--- config.mk ---
export PLATFORM = sky130hd
export DESIGN_NAME = usbls_tx_token_seq
export DESIGN_NICKNAME = d
export VERILOG_FILES = /design/src/rtl/usbls_tx_token_seq.sv
export SDC_FILE = /design/constraint.sdc
export NUM_CORES = 1
export LEC_CHECK = 0
export BUFFER_PORTS_ARGS = -buffer_cell sky130_fd_sc_hd__buf_2
export CAP_MARGIN = 0
export CORE_MARGIN = 10
export CORE_UTILIZATION = 58
export CTS_CLUSTER_DIAMETER = 100
export DETAILED_ROUTE_END_ITERATION = 16
export HOLD_SLACK_MARGIN = 0.05
export PLACE_DENSITY = 0.84
export SLEW_MARGIN = 30
export SYNTH_ARGS = -nofsm -noshare
export SYNTH_HDL_FRONTEND = slang
export SYNTH_SLANG_ARGS = --single-unit
export TNS_END_PERCENT = 10
--- constraint.sdc ---
create_clock -name clk_i -period 3 [get_ports clk_i]
set_input_delay 0 -clock clk_i [delete_from_list [all_inputs] [get_ports clk_i]]
set_output_delay 0 -clock clk_i [all_outputs]
set_load 0.005 [all_outputs]
--- src/rtl/usbls_tx_token_seq.sv ---
// USB low-speed token packet transmitter.
// Accepts a token request and streams SYNC, PID, ADDR and CRC bytes to a
// byte serializer, then holds off new tokens for an inter-packet gap.

// CRC5 over the 11-bit token payload {endp, addr}.
// Bits are consumed LSB first, in the same order they go on the wire.
// crc5_o[0] is the first CRC bit transmitted, so the packer can place
// crc5_o directly above endp[3:1] in an LSB-first byte.
module usbls_tx_crc5 (
   input  logic [10:0] data_i,
   output logic [4:0]  crc5_o
);

   // Serial LFSR for x^5 + x^2 + 1, seeded with all ones, unrolled over the payload
   always_comb begin : crcCalc
      logic [4:0] rem;
      rem = 5'h1F;
      for (int k = 0; k < 11; k++) begin
         if (rem[4] ^ data_i[k]) begin
            rem = {rem[3:0], 1'b0} ^ 5'b00101;
         end else begin
            rem = {rem[3:0], 1'b0};
         end
      end
      crc5_o = ~{rem[0], rem[1], rem[2], rem[3], rem[4]};
   end

endmodule

module usbls_tx_token_seq #(
   parameter int unsigned IPG_CYCLES = 16
) (
   input  logic       clk_i,
   input  logic       rst_i,
   input  logic       tok_valid_i,
   output logic       tok_ready_o,
   input  logic [3:0] tok_pid_i,
   input  logic [6:0] tok_addr_i,
   input  logic [3:0] tok_endp_i,
   output logic [7:0] tx_data_o,
   output logic       tx_valid_o,
   input  logic       tx_ready_i,
   output logic       tx_last_o,
   output logic       tok_done_o,
   output logic       bad_pid_o,
   output logic       busy_o
);

   typedef enum logic [2:0] {
      StIdle,
      StSync,
      StPid,
      StAddr,
      StCrc,
      StGap
   } state_e;

   localparam logic [3:0] PidOut   = 4'b0001;
   localparam logic [3:0] PidIn    = 4'b1001;
   localparam logic [3:0] PidSetup = 4'b1101;
   localparam logic [7:0] SyncByte = 8'h80;
   localparam bit         HasGap   = (IPG_CYCLES != 0);
   localparam logic [7:0] GapLoad  = HasGap ? 8'(IPG_CYCLES - 1) : 8'd0;

   state_e     state_q, state_d;
   logic [3:0] pid_q, pid_d;
   logic [6:0] addr_q, addr_d;
   logic [3:0] endp_q, endp_d;
   logic [7:0] gapCnt_q, gapCnt_d;
   logic       tokDone_q, tokDone_d;
   logic       badPid_q, badPid_d;
   logic       pidValid;
   logic       tokReady;
   logic [4:0] crc5;

   // CRC is taken from the latched fields so it stays stable for the whole packet
   usbls_tx_crc5 u_crc5 (
      .data_i ({endp_q, addr_q}),
      .crc5_o (crc5)
   );

   // Next-state and byte mux; the pulse cycles after done/bad keep tok_ready low
   always_comb begin
      state_d    = state_q;
      pid_d      = pid_q;
      addr_d     = addr_q;
      endp_d     = endp_q;
      gapCnt_d   = gapCnt_q;
      tokDone_d  = 1'b0;
      badPid_d   = 1'b0;
      tx_valid_o = 1'b0;
      tx_last_o  = 1'b0;
      tx_data_o  = 8'h00;

      pidValid = (tok_pid_i == PidOut) || (tok_pid_i == PidIn) || (tok_pid_i == PidSetup);
      tokReady = (state_q == StIdle) && !tokDone_q && !badPid_q && !rst_i;

      case (state_q)
         StIdle: begin
            if (tok_valid_i && tokReady) begin
               pid_d  = tok_pid_i;
               addr_d = tok_addr_i;
               endp_d = tok_endp_i;
               if (pidValid) begin
                  state_d = StSync;
               end else begin
                  badPid_d = 1'b1;
               end
            end
         end
         StSync: begin
            tx_valid_o = 1'b1;
            tx_data_o  = SyncByte;
            if (tx_ready_i) begin
               state_d = StPid;
            end
         end
         StPid: begin
            tx_valid_o = 1'b1;
            tx_data_o  = {~pid_q, pid_q};
            if (tx_ready_i) begin
               state_d = StAddr;
            end
         end
         StAddr: begin
            tx_valid_o = 1'b1;
            tx_data_o  = {endp_q[0], addr_q};
            if (tx_ready_i) begin
               state_d = StCrc;
            end
         end
         StCrc: begin
            tx_valid_o = 1'b1;
            tx_last_o  = 1'b1;
            tx_data_o  = {crc5, endp_q[3:1]};
            if (tx_ready_i) begin
               tokDone_d = 1'b1;
               if (HasGap) begin
                  state_d  = StGap;
                  gapCnt_d = GapLoad;
               end else begin
                  state_d = StIdle;
               end
            end
         end
         StGap: begin
            if (gapCnt_q == 8'd0) begin
               state_d = StIdle;
            end else begin
               gapCnt_d = gapCnt_q - 8'd1;
            end
         end
         default: begin
            state_d = StIdle;
         end
      endcase

      tok_ready_o = tokReady;
      tok_done_o  = tokDone_q;
      bad_pid_o   = badPid_q;
      busy_o      = (state_q != StIdle);
   end

   // State, latched token fields, gap counter and the one-cycle pulse flops
   always_ff @(posedge clk_i) begin
      if (rst_i) begin
         state_q   <= StIdle;
         pid_q     <= 4'd0;
         addr_q    <= 7'd0;
         endp_q    <= 4'd0;
         gapCnt_q  <= 8'd0;
         tokDone_q <= 1'b0;
         badPid_q  <= 1'b0;
      end else begin
         state_q   <= state_d;
         pid_q     <= pid_d;
         addr_q    <= addr_d;
         endp_q    <= endp_d;
         gapCnt_q  <= gapCnt_d;
         tokDone_q <= tokDone_d;
         badPid_q  <= badPid_d;
      end
   end

endmodule

==> reports/qor.csv, run 1 <==
stage,metric,value,unit
detailed_routing,Avg Vias per Cell,5.52,
floorplan,Die H,72.7,µm
setup_path,CP Capture Point,tx_data_o[5],
synth,"area leader, netlist",dfxtp_1,
clock_network,number of H-tree levels,1,
clock_network,root buffer cell,clkbuf_4,
grt,number of global-route vias before repair,1488,
setup_path,WP data required,3.00,ns
layout,layout cells sized above 1,19.0,%
clock_network,total CTS buffers,3,
layout,# nets final,260,
setup_path,CP startpoint,addr_q[4],
power,final total power,0.724,mW
placement,Port Buf Inserts,32,
detailed_routing,Routed Antenna Nets,0,
sta,final count of hold timing violations,0,
synth,area share of the largest cell type after synthesis,34.8,%
power,Static Leak,0.788,nW
placement,Placed Instances,249,
synth,syn_area_per_cell,8.22,µm²
layout,final cell count without fillers,268,
sta,Fmax,494,MHz
synth,cell count after synthesis,196,
grt,initial antenna violation count,0,
setup_path,Worst Setup End Kind,output pin,
grt,total global routing overflow,0,
clock_network,post-cts resize count,0,
sta,# setup viols final,0,
sta,Tmin final,2.03,ns
floorplan,CORE AREA,0.00271,mm²
run,MaxCap Viol Count,0,
power,Power Density,371,mW/mm²
detailed_routing,iteration count of the initial detailed-routing pass,4,
setup_path,data arrival at the endpoint of the critical path,2.03,ns
clock_network,CTS tree,built,
synth,area of the mapped netlist,0.00161,mm²
detailed_routing,DR iter-0 viols,84,
sta,Final period util,67.5,%
placement,RePlAce Congestion,0.849,
grt,global-route wire length before repair,6650,µm
placement,DPL Wire Length,2800,µm
layout,diode count,0,
detailed_routing,vias,1479,
layout,area grow syn2layout,21.0,%
setup_path,Worst Setup Start Kind,register,
floorplan,Die X,72.7,µm
setup_path,reg2reg start,state_q[0],
floorplan,die area,0.00529,mm²
floorplan,Cell Rows,19,
synth,Synth area leaders,"dfxtp_1 35%, nand2_1 8.2%, a21oi_1 6.8%",
clock_network,CTS Sinks,28,
floorplan,# IOs,33,
setup_path,R2R Setup Slk,1.08,ns
synth,"Net Count, Synth",217,
synth,post-synth cell types,50,
setup_path,worst r2r path cells,4,
grt,Total GRT Usage,15.1,%
synth,"Seq/Total Area, Yosys",34.8,%
synth,synthesized flop and latch total,28,
floorplan,Initial Util,59.5,%
sta,TNS Setup,0,ns
setup_path,CP Class,register to output pin,
synth,warnings from Yosys,0,
synth,number of flops mapped to enable cells by yosys,0,
detailed_routing,WL final,3920,µm
setup_path,critical path peak fanout,4,
synth,top post-synthesis cells by count,"35 x nand2_1, 28 x dfxtp_1, 22 x a21oi_1, 11 x nor2_1, 9 x xnor2_1",
synth,"FFs w/ async S/R, synth",0,%
run_status,status,finished clean,
detailed_routing,DR WL/cell,14.6,µm
sta,Slew HR,55.1,%
setup_path,worst r2r dst,gapCnt_q[7],
min_path,Hold Crit Class,input pin to register,
synth,most numerous cell in the Yosys netlist,nand2_1,
sta,unrepaired setup endpoints after global routing,false,
synth,main flop type after synthesis,dfxtp_1,
detailed_routing,DRC errors left,0,
clock_network,Clock Latency Late Sink,0.33,ns
power,Max VDD drop,330,µV
sta,final clock skew,0.00443,ns
grt,pin count of the biggest net entering global routing,25,
clock_network,"Clk pin slew, worst setup/hold paths",0.14,ns
sta,Slew @ Worst Pin,0.672,ns
sta,max-slew violations,0,
clock_network,Max Buffers Root-to-Sink,2,
-- worst max-delay path: stages (launching register included) --
cell and delay [ns]:
dfxtp_1 0.45, xor2_1 0.26, xnor2_2 0.19, xnor3_1 0.44, o32ai_1 0.17, buf_2 0.19
-- worst min path at each step --
stage / start / end / slack, ns / cells after the start
after floorplan: tok_addr_i[0] / addr_q[0] / 0.14 / 2
after global placement: tok_addr_i[3] / addr_q[3] / 0.24 / 3
after detailed placement: tok_endp_i[1] / endp_q[1] / 0.25 / 3
after CTS: tok_valid_i / bad_pid_o / 0.06 / 3
after global routing: tok_valid_i / bad_pid_o / 0.08 / 3
final: tok_valid_i / bad_pid_o / 0.09 / 3
-- per-layer routing --
layer / vias up / global-route usage [%] / routed length, µm
li1: 769 / - / -
met1: 681 / 16.6 / 1590
met2: 25 / 27.6 / 2110
met3: 4 / 5.31 / 194
met4: 0 / 1.90 / 26
met5: - / 0 / 0
-- stage by stage --
step / worst slack, ns / cell area (µm²) / hold slack [ns] / util [%]
floorplan: 1.38 / 1610 / 0.140 / -
global placement: 1.15 / 1770 / 0.245 / 65.2
detailed placement: 1.13 / 1770 / 0.250 / 65.2
CTS: 1.00 / 1950 / 0.0628 / 72.0
global route: 0.859 / 1950 / 0.0813 / 72.0
finish: 0.974 / 1950 / 0.0881 / 72.0
-- cell usage in the layout (no fill, tap or decap), types with 4 or more instances in the layout --
| cell | n |
|---|---|
| xnor2_1 | 9 |
| nand2b_1 | 4 |
| o22ai_1 | 4 |
| dlygate4sd3_1 | 16 |
| inv_1 | 5 |
| o21ai_1 | 4 |
| nor2_1 | 11 |
| nor3_1 | 5 |
| dfxtp_1 | 28 |
| a21oi_1 | 22 |
| xor2_1 | 6 |
| nand2_1 | 35 |
| buf_2 | 32 |
-- cell families after synthesis --
family	count (synthesis)	synth area share [%]
multiplexers	3	1.86
AND/OR/NAND/NOR	77	24.7
AO/OA/AOI/OAI	49	19.2
adder cells (fa/ha/maj)	3	2.25
buffers and inverters	17	4.27
XOR/XNOR	19	13.0
flip-flops	28	34.8
-- state kept, by name, indices dropped and copies added, names as in the netlist --
name        count
bad_pid_o       1
endp_q          4
state_q         3
gapCnt_q        8
pid_q           4
tok_done_o      1
addr_q          7
-- final cells by class --
type | instances | area [µm²]
Timing Repair Buffer | 48 | 320
Inverter | 7 | 26.3
Sequential cell | 28 | 561
Fill cell | 220 | 759
Multi-Input combinational cell | 151 | 982
Tap cell | 31 | 38.8
Clock buffer | 3 | 22.5
-- report_power, final --
part	internal [mW]	switching, mW
combinational	0.0899	0.0762
clock	0.0472	0.107
sequential	0.385	0.0185
-- timing repair --
| action | CTS | global route |
|---|---|---|
| endpoints found under the hold margin | 17 | 0 |
| setup endpoints to repair | 0 | 0 |
| hold buffers | 16 | 0 |
| buffers inserted | 0 | 0 |
(Power assumes the default switching activity.)
==> run 2, diff against run 1 <==
- ABC_AREA: not set -> 1
- CORE_UTILIZATION: 58 -> 54
- PLACE_DENSITY: 0.84 -> 0.79
- clock period: 3 -> 1.89 ns (I/O delays scaled with it)
==> run 2 against run 1 <==
Against the previous run:
- register-to-register slack worse by 0.85 ns
- clock power up 90%
- routed wire length up 11%
- first-iteration DRC count up 45%
- sequential share of layout area down 1.2 points
- critical endpoint is now tx_data_o[4]
- largest power group is now combinational logic
==> reports/qor.csv, run 2 <==
stage,metric,value,unit,change
run_status,status,finished clean,,
min_path,Hold Path Depth,3,,unchanged
synth,syn_area_per_cell,6.65,µm²,-19%
placement,DPL Wire Length,3230,µm,+15%
synth,"Net Count, Synth",267,,+23%
setup_path,CP startpoint,addr_q[0],,
sta,Fmax,563,MHz,
placement,Post-Place Setup Slack,0.283,ns,-0.845 ns
power,Static Leak,0.981,nW,+24%
layout,# nets final,322,,+24%
placement,RePlAce Congestion,0.883,,+4.0%
power,Power Density,1230,mW/mm²,+230%
synth,main flop type after synthesis,dfxtp_1,,
synth,synthesized flop and latch total,28,,unchanged
synth,cell count after synthesis,246,,+26%
floorplan,Cell Rows,19,,unchanged
grt,Total GRT Usage,15.8,%,+0.70 points
synth,post-synth cell types,26,,-48%
setup_path,Worst Setup Start Kind,register,,
synth,Post-Synth XOR/XNOR Area,4.28,%,-8.7 points
grt,initial antenna violation count,0,,unchanged
clock_network,number of H-tree levels,1,,unchanged
clock_network,Max Buffers Root-to-Sink,2,,unchanged
setup_path,CP Class,register to output pin,,
setup_path,data arrival at the endpoint of the critical path,1.78,ns,-0.25 ns
floorplan,CORE AREA,0.00283,mm²,+4.4%
layout,area grow syn2layout,25.8,%,
layout,layout cells sized above 1,20.3,%,+1.3 points
synth,simple-gate area share of the yosys netlist,35.4,%,+11 points
clock_network,CTS tree,built,,
clock_network,Clock Latency Late Sink,0.33,ns,about the same
min_path,Hold Crit Class,input pin to register,,
sta,TNS Setup,0,ns,unchanged
sta,Slew HR,76.2,%,+21 points
synth,top post-synthesis cells by count,"56 x nand2_1, 31 x nor2_1, 28 x dfxtp_1, 26 x inv_1",,
sta,# setup viols final,0,,unchanged
sta,final clock skew,0.00721,ns,+0.00278 ns
detailed_routing,DR iter-0 viols,122,,+45%
synth,most numerous cell in the Yosys netlist,nand2_1,,
clock_network,total CTS buffers,3,,unchanged
detailed_routing,Avg Vias per Cell,5.31,,-3.7%
synth,"Seq/Total Area, Yosys",34.3,%,-0.51 points
setup_path,R2R Setup Slk,0.23,ns,-0.85 ns
layout,max reg flops,8,,unchanged
layout,"commonest non-fill, non-tap cell in the layout",nand2_1,,
setup_path,worst r2r dst,endp_q[2],,
grt,global-route wire length before repair,7150,µm,+7.5%
synth,area of the mapped netlist,0.00164,mm²,+1.5%
synth,area share of the largest cell type after synthesis,34.3,%,-0.51 points
power,final total power,2.53,mW,+250%
layout,fillcell total,235,,+6.8%
detailed_routing,DR WL/cell,13.1,µm,-10%
detailed_routing,iteration count of the initial detailed-routing pass,4,,unchanged
synth,mux cell area share after synthesis,0,%,-1.9 points
run,MaxCap Viol Count,0,,unchanged
synth,"FFs w/ async S/R, synth",0,%,unchanged
min_path,min-delay src,tok_valid_i,,
grt,pin count of the biggest net entering global routing,26,,+4.0%
setup_path,CP Capture Point,tx_data_o[4],,
floorplan,Die H,75.0,µm,+3.2%
synth,Synth Area in Adders,1.53,%,-0.72 points
power,Max VDD drop,838,µV,+150%
layout,most frequent cells in the layout,"55 x nand2_1, 32 x buf_2, 31 x nor2_1, 26 x inv_1, 24 x dfxtp_1",,
clock_network,CTS Sinks,28,,unchanged
grt,total global routing overflow,0,,unchanged
setup_path,Worst Setup End Kind,output pin,,
clock_network,root buffer cell,clkbuf_4,,
grt,number of global-route vias before repair,1629,,+9.5%
synth,number of flops mapped to enable cells by yosys,0,,unchanged
floorplan,die area,0.00563,mm²,+6.5%
detailed_routing,vias,1759,,+19%
synth,Synth area leaders,"dfxtp_1 34%, nand2_1 13%, nor2_1 7.1%",,
synth,"area leader, netlist",dfxtp_1,,
sta,worst setup slack after layout,0.113,ns,-0.861 ns
detailed_routing,Routed Antenna Nets,0,,unchanged
clock_network,"Clk pin slew, worst setup/hold paths",0.15,ns,about the same
layout,diode count,0,,unchanged
layout,Reg with most FFs,gapCnt_q,,
synth,largest family of logic cells by synthesized area,simple AND/OR/NAND/NOR gates,,
floorplan,Die X,75.0,µm,+3.2%
sta,unrepaired setup endpoints after global routing,false,,
floorplan,Initial Util,57.8,%,-1.7 points
sta,final count of hold timing violations,0,,unchanged
layout,largest registers,"gapCnt_q (8), addr_q (7)",,
sta,Tmin final,1.78,ns,
setup_path,critical path peak fanout,4,,unchanged
setup_path,worst r2r path cells,6,,+2
detailed_routing,DRC errors left,0,,unchanged
setup_path,WP data required,1.89,ns,-1.11 ns
floorplan,# IOs,33,,unchanged
sta,max-slew violations,0,,unchanged
sta,Slew @ Worst Pin,0.354,ns,-0.318 ns
placement,Port Buf Inserts,32,,unchanged
synth,Synth Area in Compound Gates,15.8,%,-3.4 points
detailed_routing,WL final,4330,µm,+11%
sta,Final period util,94.0,%,
setup_path,reg2reg start,state_q[0],,
synth,warnings from Yosys,0,,unchanged
## run 2: changes by cell type after synthesis, sizes merged, moves of 4 or more
cell and delta:
o21ai +16, a21oi -4, xnor2 -9, nand2 +29, clkbuf -4, inv +22, o22ai -4, nor2 +21
nand2b -4, nand3 +19, nand4 +4
## run 2: stage by stage
| step | hold slack [ns] | instances | utilization (%) | cell area, µm² |
|---|---|---|---|---|
| after global placement | 0.224 | 309 | 64.7 | 1830 |
| after CTS | 0.110 | 330 | 72.0 | 2040 |
| after detailed placement | 0.234 | 309 | 64.7 | 1830 |
| after floorplan | 0.135 | 246 | - | 1640 |
| final | 0.108 | 331 | 72.7 | 2060 |
| after global routing | 0.117 | 331 | 72.7 | 2060 |
## run 2: area by class of cell
| class | instances | area, µm² | area share (%) |
|---|---|---|---|
| multi-input cells | 185 | 940 | 45.7 |
| flip-flops and latches | 28 | 566 | 27.5 |
| repair buffers | 54 | 368 | 17.9 |
| clock buffers | 4 | 36.3 | 1.76 |
| well taps | 31 | 38.8 | 1.89 |
| inverters | 29 | 109 | 5.29 |
## run 2: cells by family (layout without fill, tap and decap cells)
| family | after synthesis | in the layout |
|---|---|---|
| AO/OA/AOI/OAI | 48 | 48 |
| XOR/XNOR | 8 | 8 |
| adder cells (fa/ha/maj) | 2 | 2 |
| buffers and inverters | 33 | 87 |
| flip-flops | 28 | 28 |
| AND/OR/NAND/NOR | 127 | 127 |
## run 2: layer usage
layer | track usage [%] | vias to the layer above | part of all wire [%]
li1 | - | 908 | -
met1 | 20.3 | 798 | 45
met2 | 26.9 | 47 | 49
met3 | 2.37 | 6 | 5.2
met4 | 3.99 | 0 | 0.90
met5 | 0 | - | 0
## run 2: critical path, cell delays in order (launching register included)
cell	delay (ns)
dfxtp_2	0.36
or2_2	0.33
nand2_4	0.08
xor2_1	0.18
o21ai_1	0.11
nand2_1	0.10
nand2_1	0.05
nand3_1	0.06
nand2_1	0.05
buf_2	0.13
## run 2: how the worst min path moves through the flow
stage           endpoint  slack (ns)
2_1_floorplan   pid_q[0]        0.13
3_3_place_gp   addr_q[6]        0.22
3_5_place_dp   addr_q[6]        0.23
4_1_cts         pid_q[3]        0.11
5_1_grt         pid_q[3]        0.12
6_report        pid_q[3]        0.11
## run 2: what timing repair did
item,in CTS,in global routing
setup buffers,0,1
setup endpoints to repair,0,5
endpoints found under the hold margin,26,0
hold buffers,17,0
resized for setup,0,7
## run 2: power breakdown
part	internal (mW)	total [mW]	switching, mW	leakage [nW]
clock network	0.118	0.293	0.175	0.0210
registers	0.747	0.892	0.144	0.230
logic	0.528	1.34	0.813	0.730
total	1.39	2.53	1.13	0.981
